### src/rtl/mem_stage_lsu.sv
// mem_stage_lsu: memory stage retiring ALU results and doing LW/SW over a req/ack port with misalign/timeout faults
module mem_stage_lsu #(
  parameter int DBITS = 32,
  parameter int TIMEOUT = 16
) (
  input  logic             clk,
  input  logic             reset,
  input  logic             agex_valid,
  input  logic [1:0]       agex_op,
  input  logic [DBITS-1:0] agex_pc,
  input  logic             agex_wr_reg,
  input  logic [4:0]       agex_reg_dest,
  input  logic [DBITS-1:0] agex_result,
  input  logic [DBITS-1:0] agex_mem_addr,
  output logic             mem_stall,
  output logic             dmem_req,
  output logic             dmem_we,
  output logic [DBITS-1:0] dmem_addr,
  output logic [DBITS-1:0] dmem_wdata,
  input  logic             dmem_ack,
  input  logic [DBITS-1:0] dmem_rdata,
  output logic             wb_valid,
  output logic [DBITS-1:0] wb_pc,
  output logic             wb_wr_reg,
  output logic [4:0]       wb_reg_dest,
  output logic [DBITS-1:0] wb_data,
  output logic [1:0]       wb_fault,
  output logic             fwd_pending,
  output logic [4:0]       fwd_reg_dest
);
  localparam int CW = $clog2(TIMEOUT);
  typedef enum logic {IDLE, ACCESS} state_t;
  state_t state, state_nx;
  logic [CW-1:0]    cnt;
  logic             cap_lw, cap_wr;
  logic [4:0]       cap_dest;
  logic [DBITS-1:0] cap_pc;
  logic accept, is_mem, misalign, go_access, in_access, timed_out;
  assign accept    = (state == IDLE) && agex_valid;
  assign is_mem    = (agex_op == 2'b01) || (agex_op == 2'b10);
  assign misalign  = agex_mem_addr[1:0] != 2'b00;
  assign go_access = accept && is_mem && !misalign;
  assign in_access = state == ACCESS;
  assign timed_out = in_access && !dmem_ack && (cnt == CW'(TIMEOUT - 1));
  always_ff @(posedge clk)
    state <= reset ? IDLE : state_nx;
  always_comb begin
    state_nx = state;
    if (state == IDLE) state_nx = go_access ? ACCESS : IDLE;
    else state_nx = (dmem_ack || timed_out) ? IDLE : ACCESS;
  end
  always_comb begin
    mem_stall    = in_access;
    fwd_pending  = in_access && cap_lw && cap_wr;
    fwd_reg_dest = fwd_pending ? cap_dest : 5'd0;
  end
  always_ff @(posedge clk) begin
    if (reset) begin
      cnt         <= '0;
      cap_lw      <= 1'b0;
      cap_wr      <= 1'b0;
      cap_dest    <= '0;
      cap_pc      <= '0;
      dmem_req    <= 1'b0;
      dmem_we     <= 1'b0;
      dmem_addr   <= '0;
      dmem_wdata  <= '0;
      wb_valid    <= 1'b0;
      wb_pc       <= '0;
      wb_wr_reg   <= 1'b0;
      wb_reg_dest <= '0;
      wb_data     <= '0;
      wb_fault    <= 2'b00;
    end else begin
      wb_valid <= 1'b0;
      if (accept && !is_mem) begin
        wb_valid    <= 1'b1;
        wb_pc       <= agex_pc;
        wb_wr_reg   <= agex_wr_reg;
        wb_reg_dest <= agex_reg_dest;
        wb_data     <= agex_result;
        wb_fault    <= 2'b00;
      end else if (accept && misalign) begin
        wb_valid    <= 1'b1;
        wb_pc       <= agex_pc;
        wb_wr_reg   <= 1'b0;
        wb_reg_dest <= agex_reg_dest;
        wb_data     <= agex_result;
        wb_fault    <= 2'b01;
      end else if (go_access) begin
        cnt        <= '0;
        cap_lw     <= agex_op == 2'b01;
        cap_wr     <= agex_wr_reg;
        cap_dest   <= agex_reg_dest;
        cap_pc     <= agex_pc;
        dmem_req   <= 1'b1;
        dmem_we    <= agex_op == 2'b10;
        dmem_addr  <= {agex_mem_addr[DBITS-1:2], 2'b00};
        dmem_wdata <= agex_result;
      end
      // ack outranks a timeout landing on the same cycle
      if (in_access && dmem_ack) begin
        dmem_req    <= 1'b0;
        wb_valid    <= 1'b1;
        wb_pc       <= cap_pc;
        wb_wr_reg   <= cap_lw && cap_wr;
        wb_reg_dest <= cap_dest;
        wb_data     <= cap_lw ? dmem_rdata : dmem_wdata;
        wb_fault    <= 2'b00;
      end else if (timed_out) begin
        dmem_req    <= 1'b0;
        wb_valid    <= 1'b1;
        wb_pc       <= cap_pc;
        wb_wr_reg   <= 1'b0;
        wb_reg_dest <= cap_dest;
        wb_fault    <= 2'b10;
      end else if (in_access) begin
        cnt <= cnt + 1'b1;
      end
    end
  end
endmodule

### config.mk
export PLATFORM = sky130hd
export DESIGN_NAME = mem_stage_lsu
export DESIGN_NICKNAME = d
export VERILOG_FILES = /design/src/rtl/mem_stage_lsu.sv
export SDC_FILE = /design/constraint.sdc
export NUM_CORES = 1
export LEC_CHECK = 0
export CAP_MARGIN = 25
export CELL_PAD_IN_SITES_DETAIL_PLACEMENT = 1
export CELL_PAD_IN_SITES_GLOBAL_PLACEMENT = 1
export CORE_MARGIN = 2
export CORE_UTILIZATION = 35
export CTS_CLUSTER_DIAMETER = 30
export DETAILED_ROUTE_END_ITERATION = 6
export HOLD_SLACK_MARGIN = 0.08
export PLACE_DENSITY = 0.9
export RECOVER_POWER = 100
export SYNTH_ARGS = -nofsm -noshare
export SYNTH_HDL_FRONTEND = slang
export SYNTH_SLANG_ARGS = --single-unit
### constraint.sdc
create_clock -name clk -period 3.8 [get_ports clk]
set_input_delay 0.57 -clock clk [delete_from_list [all_inputs] [get_ports clk]]
set_output_delay 0.57 -clock clk [all_outputs]
set_load 0.1 [all_outputs]
==> results of run 1 <==
## kinds of logic (layout without fill, tap and decap cells)
family,Yosys count,count (layout),synth area share
AND/OR/NAND/NOR,302,302,0.189
buffers and inverters,127,335,0.0763
flip-flops,181,181,0.440
adder cells (fa/ha/maj),3,3,0.00456
AO/OA/AOI/OAI,360,360,0.290
other,1,4,0.000456
## cells in the mapped netlist, types with 4 or more instances
| master | count |
|---|---|
| dfxtp_1 | 181 |
| nand3_1 | 142 |
| a21oi_1 | 106 |
| o21ai_0 | 97 |
| nor3_1 | 70 |
| clkbuf_1 | 53 |
| buf_2 | 46 |
| o21ai_1 | 44 |
| a311oi_1 | 35 |
| a211oi_1 | 34 |
| nor2_1 | 34 |
| nor2b_1 | 34 |
| a2111oi_2 | 30 |
| buf_4 | 15 |
| and2_1 | 6 |
| buf_6 | 5 |
| inv_1 | 5 |
| a2111oi_0 | 4 |
## report_power, final
group	leakage [nW]	total [mW]	internal, mW	switching (mW)
clock	0.287	1.84	1.05	0.797
sequential	1.48	2.03	1.99	0.0474
combinational	2.32	1.24	0.334	0.911
## critical path: cells and delay by family
kind                       cells  cell delay (ps)
and+or+nand+nor                2              930
buffers and inverters          3             1030
adders and majority gates      1              340
AOI/OAI and AO/OA              1              490
## layout make-up
type | instances | area (µm²)
inverters | 5 | 18.8
fillers | 2736 | 11700
clock inverters | 12 | 171
multi-input cells | 667 | 3870
well taps | 319 | 399
diodes | 2 | 5.00
repair buffers | 300 | 3000
flip-flops and latches | 181 | 3620
clock buffers | 18 | 429
## final timing paths
| kind | from | endpoint | slack (ps) | depth (start not counted) |
|---|---|---|---|---|
| worst min-delay path | dmem_addr[15]$_SDFFE_PP0P_ | dmem_addr[15]$_SDFFE_PP0P_ | 470 | 2 |
| worst min register to register | dmem_addr[15]$_SDFFE_PP0P_ | dmem_addr[15]$_SDFFE_PP0P_ | 470 | 2 |
| worst max-delay path | agex_op[0] | wb_data[18]$_SDFFE_PP0P_ | 670 | 7 |
| worst max register to register | mem_stall$_SDFF_PP0_ | wb_data[18]$_SDFFE_PP0P_ | 1020 | 4 |
## metal layers
| metal | vias up | track usage | wire length, µm |
|---|---|---|---|
| met2 | 291 | 0.401 | 14500 |
| met4 | 0 | 0.0974 | 943 |
| met5 | - | 0 | 0 |
| met1 | 4236 | 0.291 | 12900 |
| met3 | 54 | 0.0457 | 1750 |
| li1 | 4004 | - | - |
## through the flow
| stage | setup slack [ps] | power (mW) | instance area (µm²) | utilization |
|---|---|---|---|---|
| floorplan | 292 | 2.97 | 8230 | - |
| CTS | 932 | 5.22 | 11700 | 0.503 |
| finish | 671 | 5.12 | 11500 | 0.495 |
| global route | 456 | 5.31 | 11500 | 0.495 |
| detailed placement | 752 | 3.38 | 11100 | 0.477 |
| global placement | 862 | 3.36 | 11100 | 0.477 |
==> summary.md, run 1 <==
| Metric | Value |
|---|---|
| Status | `finished with violations` |
| Failing checks | `max-capacitance violations, max-slew violations` |
| DIE AREA | `24,800 µm²` |
| Avg Cell Area, Syn | `8.45 µm²` |
| Top_reg_cell synth | `dfxtp_1` |
| Routed vias/inst | `5.71` |
| Clock buffers created by TritonCTS | `17` |
| GR Overflow Total | `0` |
| Dominant cell type by area after synthesis | `dfxtp_1` |
| Worst min-delay path class | `flop to flop` |
| Hold Vio Cnt, Final | `0` |
| Top cells by area, synth | `dfxtp_1, nand3_1, a21oi_1` |
| Fin Hold WS | `472 ps` |
| Non-Filler Instances | `between 1,500 and 2,000` |
| Critical path class | `input pin to flop` |
| Slowest CP cell | `nor3_1` |
| Post-synth ARST share | `0` |
| Io pins | `approximately 290` |
| Mapped Cells | `974` |
| Final worst path period need | `3130 ps` |
| Die Height | `roughly 160 µm` |
| Core region area | `23,300 µm²` |
| CTS tree | `built` |
| Post-DRT Antenna Nets | `0` |
| Pwr/cell area | `around 440 nW/µm²` |
| Most common cell after layout, fill and taps aside | `dfxtp_1` |
| Clock slew at reported path FFs | `70 ps` |
| IO Port Bufs | `283` |
| CP required | `4060 ps` |
| Routability cong. | `0.772` |
| Pin count of the biggest net entering global routing | `144` |
| Starting density of the core | `0.354` |
| Mean routed wirelength per cell | `20.0 µm` |
| Rows | `56` |
| Worst path most repeated cell | `nor3_1` |
| Initial antenna violation count | `2` |
| P&R area growth vs syn | `40.0%` |
| Vias | `8,585` |
| Synth top area share | `0.440` |
| Drt total wl | `30.0 mm` |
| First-pass GRT wire length | `46.6 mm` |
| Setup TNS | `0 ps` |
| Area of the mapped netlist | `8230 µm²` |
| Sink Count | `around 180` |
| First-pass DRT Iterations | `6` |
| RSZ-0062 raised after global routing | `no` |
| Layout cells sized above 1 | `0.0583` |
| # Post-CTS Setup Buffers | `0` |
| Seq/Total Area, Yosys | `0.440` |
| GRT Total Usage | `0.236` |
| P_leak | `4.09 nW` |
| Dpl hpwl | `19.0 mm` |
| Drt initial violations | `approximately 470` |
| Post-synth EDFFs | `0` |
| Final Max Tran Viols | `144` |
| Post-synth cell types | `40` |
| # nets final | `1,315` |
| Hold_buf cts | `0` |
| CTS resizes | `0` |
| Final Setup Violations | `0` |
| Crit-path cells | `dlygate4sd3_1, inv_1, ha_1, nor3_1, buf_12, nor3_1, a2111oi_0` |
| Chip width | `157 µm` |
| H-tree depth | `4` |
| Root buf cell | `clkbuf_16` |
| Critical Path Sink Type | `flop` |
| DP Cell Count | `1,472` |
| Clock Tree Buf Depth | `2` |
| Vias in the first global route | `~9,000` |
| Fin crit share | `0.824` |
| Transition time of the tightest slew-check pin | `1690 ps` |
| Number of synthesized register bits | `181` |
| Commonest cells after routing, fill and taps aside | `dfxtp_1, nand3_1, dlygate4sd3_1, clkdlybuf4s50_1, a21oi_1` |
| Max stage delay on crit path | `830 ps` |
| Warnings from Yosys | `0` |
| Clock insertion delay at the later pin of the skew report | `420 ps` |
| Worst Path Max Fanout | `between 80 and 90` |
| Startpoint Class | `input pin` |
| Worst Path Arrival | `3390 ps` |
| Fmax | `320 MHz` |
| Slew headroom | `-0.127` |
| Clock skew | `13.0 ps` |
| Max VDD drop | `0.268 mV` |
| DRC Markers | `0` |
| Max-cap viol count | `1` |
(Power assumes the default switching activity.)
==> run 2, diff against run 1 <==
--- a/config.mk
+++ b/config.mk
@@ -9,11 +9,11 @@
 export CELL_PAD_IN_SITES_DETAIL_PLACEMENT = 1
 export CELL_PAD_IN_SITES_GLOBAL_PLACEMENT = 1
 export CORE_MARGIN = 2
-export CORE_UTILIZATION = 35
+export CORE_UTILIZATION = 33
 export CTS_CLUSTER_DIAMETER = 30
 export DETAILED_ROUTE_END_ITERATION = 6
 export HOLD_SLACK_MARGIN = 0.08
-export PLACE_DENSITY = 0.9
+export PLACE_DENSITY = 0.86
 export RECOVER_POWER = 100
 export SYNTH_ARGS = -nofsm -noshare
 export SYNTH_HDL_FRONTEND = slang
==> constraint.sdc (replaced) <==
create_clock -name clk -period 3 [get_ports clk]
set_input_delay 0.45 -clock clk [delete_from_list [all_inputs] [get_ports clk]]
set_output_delay 0.45 -clock clk [all_outputs]
set_load 0.1 [all_outputs]
==> run 2 against run 1 <==
Compared with the run above:
- the run now ends clean
- critical endpoint is now fwd_reg_dest[4]
- register-to-register slack got worse by 90 ps
- final cell count up 1.1%
- largest power group unchanged
- worst hold slack got worse by 14 ps
- global-route usage is 1.8 points lower
- non-clock buffer count is 10 higher
- utilization fell by 5.3 points
- setup slack worse by 280 ps
- sequential power grew 27%
- sequential cell count unchanged
- critical path depth decreased by 4
==> summary.md, run 2 (synthesis gave the netlist of run 1 again) <==
| Metric | Value |
|---|---|
| Fin crit share | `0.871` |
| Routed vias/inst | `5.61 (-1.7%)` |
| Final Max Tran Viols | `0 (-100%)` |
| Pwr/cell area | `582 nW/µm² (+31%)` |
| Drt total wl | `29.2 mm (-2.7%)` |
| Int Pwr | `3.99 mW (+19%)` |
| Clock buffers created by TritonCTS | `17 (unchanged)` |
| # nets final | `1,325 (+0.76%)` |
| Root buf cell | `clkbuf_16` |
| Rows | `57 (+1.8%)` |
| Starting density of the core | `0.337 (-0.0164)` |
| DIE AREA | `26,200 µm² (+5.9%)` |
| Final core utilization | `0.443 (-0.0526)` |
| P&R area growth vs syn | `31.1%` |
| Slowest CP cell | `dfxtp_1` |
| DP Worst Slack | `321 ps (-431 ps)` |
| Layout cells sized above 1 | `0.0787 (+0.0203)` |
| Fmax | `383 MHz` |
| Initial antenna violation count | `3 (+1)` |
| Worst path bufs/invs | `1 (-2)` |
| # Post-CTS Setup Buffers | `0 (unchanged)` |
| GR Overflow Total | `0 (unchanged)` |
| CTS resizes | `0 (unchanged)` |
| Die Height | `162 µm (+2.9%)` |
| Clock insertion delay at the later pin of the skew report | `430 ps (about the same)` |
| Status | `finished clean` |
| Core region area | `24,400 µm² (+4.9%)` |
| Final worst path period need | `2610 ps` |
| Area post-placement | `10,900 µm² (-1.9%)` |
| Worst Path Max Fanout | `11 (-87%)` |
| Mean routed wirelength per cell | `19.2 µm (-3.8%)` |
| Final Setup Violations | `0 (unchanged)` |
| First-pass GRT wire length | `46.4 mm (-0.47%)` |
| Drt initial violations | `575 (+23%)` |
| Post-DRT Antenna Nets | `0 (unchanged)` |
| H-tree depth | `4 (unchanged)` |
| Io pins | `286 (unchanged)` |
| Seq pwr share | `0.410 (+0.013)` |
| Register-to-register setup slack | `930 ps (-90 ps)` |
| IO Port Bufs | `283 (unchanged)` |
| P_leak | `3.46 nW (-15%)` |
| Routability cong. | `0.776 (+0.57%)` |
| Slew headroom | `0.135 (+0.262)` |
| Post-route cell area | `10,800 µm² (-6.3%)` |
| Vias in the first global route | `8,681 (-1.5%)` |
| Crit-path cells | `and3_1, and2_2, clkbuf_2` |
| First-pass DRT Iterations | `4 (-2)` |
| Delay-heaviest family, CP | `simple AND/OR/NAND/NOR gates` |
| Critical path class | `flop to output port` |
| Max VDD drop | `0.306 mV (+14%)` |
| DRC Markers | `0 (unchanged)` |
| Clock Power Share | `0.351 (-0.009)` |
| RSZ-0062 raised after global routing | `no` |
| Startpoint Class | `flop` |
| Non-Filler Instances | `1,521 (+1.1%)` |
| Sw power | `2.29 mW (+31%)` |
| Comb power frac | `0.239 (-0.004)` |
| Max-cap viol count | `0 (-1)` |
| Sink Count | `181 (unchanged)` |
| Most common cell after layout, fill and taps aside | `dfxtp_1` |
| CP required | `2550 ps (-1510 ps)` |
| Dpl hpwl | `19.5 mm (+2.5%)` |
| Critical Path Sink Type | `output port` |
| Clock Tree Buf Depth | `2 (unchanged)` |
| Worst Path Arrival | `2160 ps (-1230 ps)` |
| GRT Total Usage | `0.217 (-0.0182)` |
| Setup TNS | `0 ps (unchanged)` |
| Chip width | `162 µm (+2.9%)` |
| Max stage delay on crit path | `610 ps (-220 ps)` |
| DP Cell Count | `1,487 (+1.0%)` |
| Switching Share | `0.364 (+0.0217)` |
| Clock skew | `9.53 ps (-3.45 ps)` |
| Hold_buf cts | `0 (unchanged)` |
| CTS tree | `built` |
| Pin count of the biggest net entering global routing | `69 (-52%)` |
| Transition time of the tightest slew-check pin | `1300 ps (-387 ps)` |
| Vias | `8,532 (-0.62%)` |
| Hold Vio Cnt, Final | `0 (unchanged)` |
| Worst Slack Setup Final | `386 ps (-285 ps)` |
| Worst min-delay path class | `input pin to flop` |
| Clock slew at reported path FFs | `70 ps (about the same)` |
| Commonest cells after routing, fill and taps aside | `dfxtp_1, nand3_1, clkbuf_1, clkdlybuf4s50_1, o21ai_0` |
==> run 2: changes by cell type in the layout (fill, tap and decap cells not counted), moves of 2 or more <==
cell / previous run / this run
clkbuf_2: 0 / 6
dlygate4sd3_1: 140 / 1
buf_12: 6 / 10
a2111oi_2: 13 / 11
and2_1: 6 / 1
and2_2: 0 / 5
clkinv_8: 0 / 3
buf_4: 10 / 16
o21ai_1: 43 / 18
a2111oi_0: 21 / 23
clkbuf_1: 7 / 138
bufinv_16: 3 / 0
o21ai_0: 97 / 122
==> run 2: layout make-up <==
| class | instances | area (µm²) |
|---|---|---|
| diodes | 2 | 5.00 |
| inverters | 5 | 18.8 |
| fillers | 2930 | 13600 |
| multi-input cells | 667 | 3890 |
| clock buffers | 18 | 439 |
| repair buffers | 310 | 2270 |
| flip-flops and latches | 181 | 3620 |
| clock inverters | 14 | 144 |
| well taps | 324 | 405 |
==> run 2: path summary, 6_finish.rpt <==
check                               endpoint                       start  cells after the start
hold / removal     dmem_addr[7]$_SDFFE_PP0P_                       reset                      2
hold reg to reg   dmem_addr[25]$_SDFFE_PP0P_  dmem_addr[25]$_SDFFE_PP0P_                      2
setup reg to reg       wb_pc[5]$_SDFFE_PP0P_        mem_stall$_SDFF_PP0_                      4
setup / recovery             fwd_reg_dest[4]        mem_stall$_SDFF_PP0_                      3
==> run 2: power by group through the flow <==
stage | combinational (mW) | sequential, mW | clock (mW)
after floorplan | 0.432 | 3.33 | 0
after global placement | 1.61 | 2.63 | 0
after detailed placement | 1.63 | 2.63 | 0
after CTS | 1.63 | 2.58 | 2.28
after global routing | 1.58 | 2.59 | 2.37
final | 1.50 | 2.58 | 2.21
==> run 2: per-stage QoR <==
stage	total power, mW	hold WS (ps)
after global routing	6.53	484
after detailed placement	4.26	473
final	6.28	459
after global placement	4.24	461
after floorplan	3.76	455
after CTS	6.49	463
==> run 2: routing by layer <==
metal / part of all wire / GRT usage / vias up / routed length [µm]
met5: 0.00045 / 0 / - / 13
met4: 0.031 / 0.0961 / 2 / 900
met1: 0.43 / 0.267 / 4200 / 12600
li1: - / - / 4032 / -
met3: 0.055 / 0.0455 / 60 / 1600
met2: 0.48 / 0.367 / 238 / 14100
==> run 3, diff against run 2 <==
--- a/config.mk
+++ b/config.mk
@@ -12,6 +12,7 @@
 export CORE_UTILIZATION = 33
 export CTS_CLUSTER_DIAMETER = 30
 export DETAILED_ROUTE_END_ITERATION = 6
+export GPL_TIMING_DRIVEN = 0
 export HOLD_SLACK_MARGIN = 0.08
 export PLACE_DENSITY = 0.86
 export RECOVER_POWER = 100
==> run 3 against run 2 <==
Compared with the run above:
- largest cell class unchanged
- total power is 1.5% higher
- sequential cell count stayed put
- clock power is 3% lower
- register-to-register slack worse by 150 ps
- global-route usage is 3.8 points higher
- routed wire length is 17% higher
- sequential power hardly changed
- critical path type is now input pin to flop
- utilization is 4.6 points higher
- non-clock buffer count is 93 higher
- setup slack worse by 260 ps
==> summary.md, run 3 (synthesis gave the netlist of run 1 again) <==
| Metric | Value |
|---|---|
| Status | `finished clean` |
| Setup TNS | `0 ps (unchanged)` |
| Pin count of the biggest net entering global routing | `20 (-71%)` |
| Fin crit share | `0.958 (+0.0862)` |
| Clock buffers created by TritonCTS | `17 (unchanged)` |
| GR Overflow Total | `0 (unchanged)` |
| P&R area growth vs syn | `44.9%` |
| P_leak | `4.30 nW (+24%)` |
| Chip width | `162 µm (unchanged)` |
| Die Height | `162 µm (unchanged)` |
| Worst Path Max Fanout | `10 (-1)` |
| Delay-heaviest family, CP | `buffers and inverters` |
| Io pins | `286 (unchanged)` |
| Slew headroom | `0.271 (+0.137)` |
| Initial antenna violation count | `3 (unchanged)` |
| Critical path class | `input pin to flop` |
| Fmax | `348 MHz (-9.0%)` |
| # nets final | `1,418 (+7.0%)` |
| Final Max Tran Viols | `0 (unchanged)` |
| Routability cong. | `0.836 (+7.7%)` |
| Drt initial violations | `568 (-1.2%)` |
| Starting density of the core | `0.337 (unchanged)` |
| Pwr/cell area | `535 nW/µm² (-8.1%)` |
| Drt total wl | `34.2 mm (+17%)` |
| Final worst path period need | `2870 ps (+259 ps)` |
| RSZ-0062 raised after global routing | `no` |
| Crit-path cells | `dlygate4sd3_1, inv_1, ha_1, nor3_1, buf_4, clkbuf_2, nor3_1, a2111oi_1` |
| Max-cap viol count | `0 (unchanged)` |
| Vias | `9,003 (+5.5%)` |
| # Post-CTS Setup Buffers | `0 (unchanged)` |
| CTS resizes | `19 (+19)` |
| Mean routed wirelength per cell | `21.2 µm (+10%)` |
| Final Power | `6.38 mW (+1.5%)` |
| First-pass DRT Iterations | `5 (+1)` |
| Worst path most repeated cell | `nor3_1` |
| Post-DRT Antenna Nets | `0 (unchanged)` |
| GRT Total Usage | `0.255 (+0.0380)` |
| CP required | `3280 ps (+730 ps)` |
| Worst min-delay path class | `flop to flop` |
| Max VDD drop | `0.273 mV (-11%)` |
| Final Setup Violations | `0 (unchanged)` |
| Routed vias/inst | `5.58 (-0.56%)` |
| Max stage delay on crit path | `630 ps (+20 ps)` |
| Worst Path Arrival | `3150 ps (+990 ps)` |
| Startpoint Class | `input pin` |
| Hold Vio Cnt, Final | `0 (unchanged)` |
| Slowest CP cell | `nor3_1` |
| Commonest cells after routing, fill and taps aside | `dfxtp_1, nand3_1, dlygate4sd3_1, clkdlybuf4s50_1, a21oi_1` |
| Rows | `57 (unchanged)` |
| CTS tree | `built` |
| Clock insertion delay at the later pin of the skew report | `440 ps (about the same)` |
| Clock slew at reported path FFs | `60 ps (about the same)` |
| Most common cell after layout, fill and taps aside | `dfxtp_1` |
| H-tree depth | `4 (unchanged)` |
| Transition time of the tightest slew-check pin | `1090 ps (-214 ps)` |
| Sink Count | `181 (unchanged)` |
| Layout cells sized above 1 | `0.102 (+0.0238)` |
| First-pass GRT wire length | `52.8 mm (+14%)` |
| Hold_buf cts | `0 (unchanged)` |
| Vias in the first global route | `9,204 (+6.0%)` |
| Fillers | `2,933 (+0.10%)` |
| DP Cell Count | `1,581 (+6.3%)` |
| Root buf cell | `clkbuf_16` |
| Critical Path Sink Type | `flop` |
| Clock skew | `15.8 ps (+6.24 ps)` |
| Core region area | `24,400 µm² (unchanged)` |
| Worst path bufs/invs | `4 (+3)` |
| Non-Filler Instances | `1,614 (+6.1%)` |
| DIE AREA | `26,200 µm² (unchanged)` |
| Dpl hpwl | `25.2 mm (+29%)` |
| Clock Tree Buf Depth | `2 (unchanged)` |
| IO Port Bufs | `282 (-0.35%)` |
| DRC Markers | `0 (unchanged)` |
run 3: cell types whose count changed in the layout (fill, tap and decap cells not counted), moves of 12 or more:
| cell | change |
|---|---|
| a2111oi_0 | -12 |
| buf_2 | +39 |
| clkbuf_1 | -78 |
| dlygate4sd3_1 | +138 |
| o21ai_0 | -24 |
| o21ai_1 | +25 |
run 3: area by class of cell:
class                      count  area (µm²)  area share
multi-input combinational    667        3920       0.329
antenna                        2        5.00    0.000420
timing repair buffer         282        2830       0.237
buffer                       121         576      0.0483
sequential                   181        3620       0.304
inverter                       5        18.8     0.00157
tap                          324         405      0.0340
clock inverter                11        93.8     0.00787
clock buffer                  21         450      0.0378
run 3: worst register-to-register path, delay by kind of cell, from the launching register on:
kind / cells / cell delay (ps)
AND/OR/NAND/NOR: 1 / 70
flip-flops: 1 / 340
buffers and inverters: 2 / 810
AO/OA/AOI/OAI: 2 / 620
adder cells (fa/ha/maj): 1 / 270
run 3: worst paths after layout:
path / endpoint / cells past startpoint / startpoint / slack [ps]
max: wb_data[2]$_SDFFE_PP0P_ / 8 / agex_op[0] / 130
min: dmem_addr[2]$_SDFFE_PP0P_ / 2 / dmem_addr[2]$_SDFFE_PP0P_ / 480
max reg2reg: wb_pc[24]$_SDFFE_PP0P_ / 6 / cnt[0]$_SDFF_PP0_ / 780
min reg2reg: dmem_addr[2]$_SDFFE_PP0P_ / 2 / dmem_addr[2]$_SDFFE_PP0P_ / 480
run 3: routing by layer:
metal,share of wire,global-route usage,vias up,wire [µm]
met5,0,0,-,0
met1,0.44,0.332,4394,15000
li1,-,-,4231,-
met2,0.47,0.418,317,16100
met4,0.030,0.102,0,1030
met3,0.059,0.0493,61,2030
run 3: report_power, final:
| group | total [mW] | leakage [nW] | switching, mW | internal [mW] |
|---|---|---|---|---|
| sequential | 2.57 | 1.48 | 0.0606 | 2.51 |
| combinational | 1.66 | 2.57 | 1.21 | 0.453 |
| clock | 2.15 | 0.253 | 1.04 | 1.10 |
run 3: metrics by stage:
| stage | hold WS (ps) | cell area, µm² | util | worst slack, ps |
|---|---|---|---|---|
| final | 476 | 11900 | 0.489 | 127 |
| after detailed placement | 470 | 11500 | 0.470 | -291 |
| after CTS | 482 | 12000 | 0.493 | 187 |
| after global placement | 461 | 11500 | 0.470 | -289 |
| after global routing | 498 | 11900 | 0.489 | 47.8 |
| after floorplan | 455 | 8240 | - | 222 |
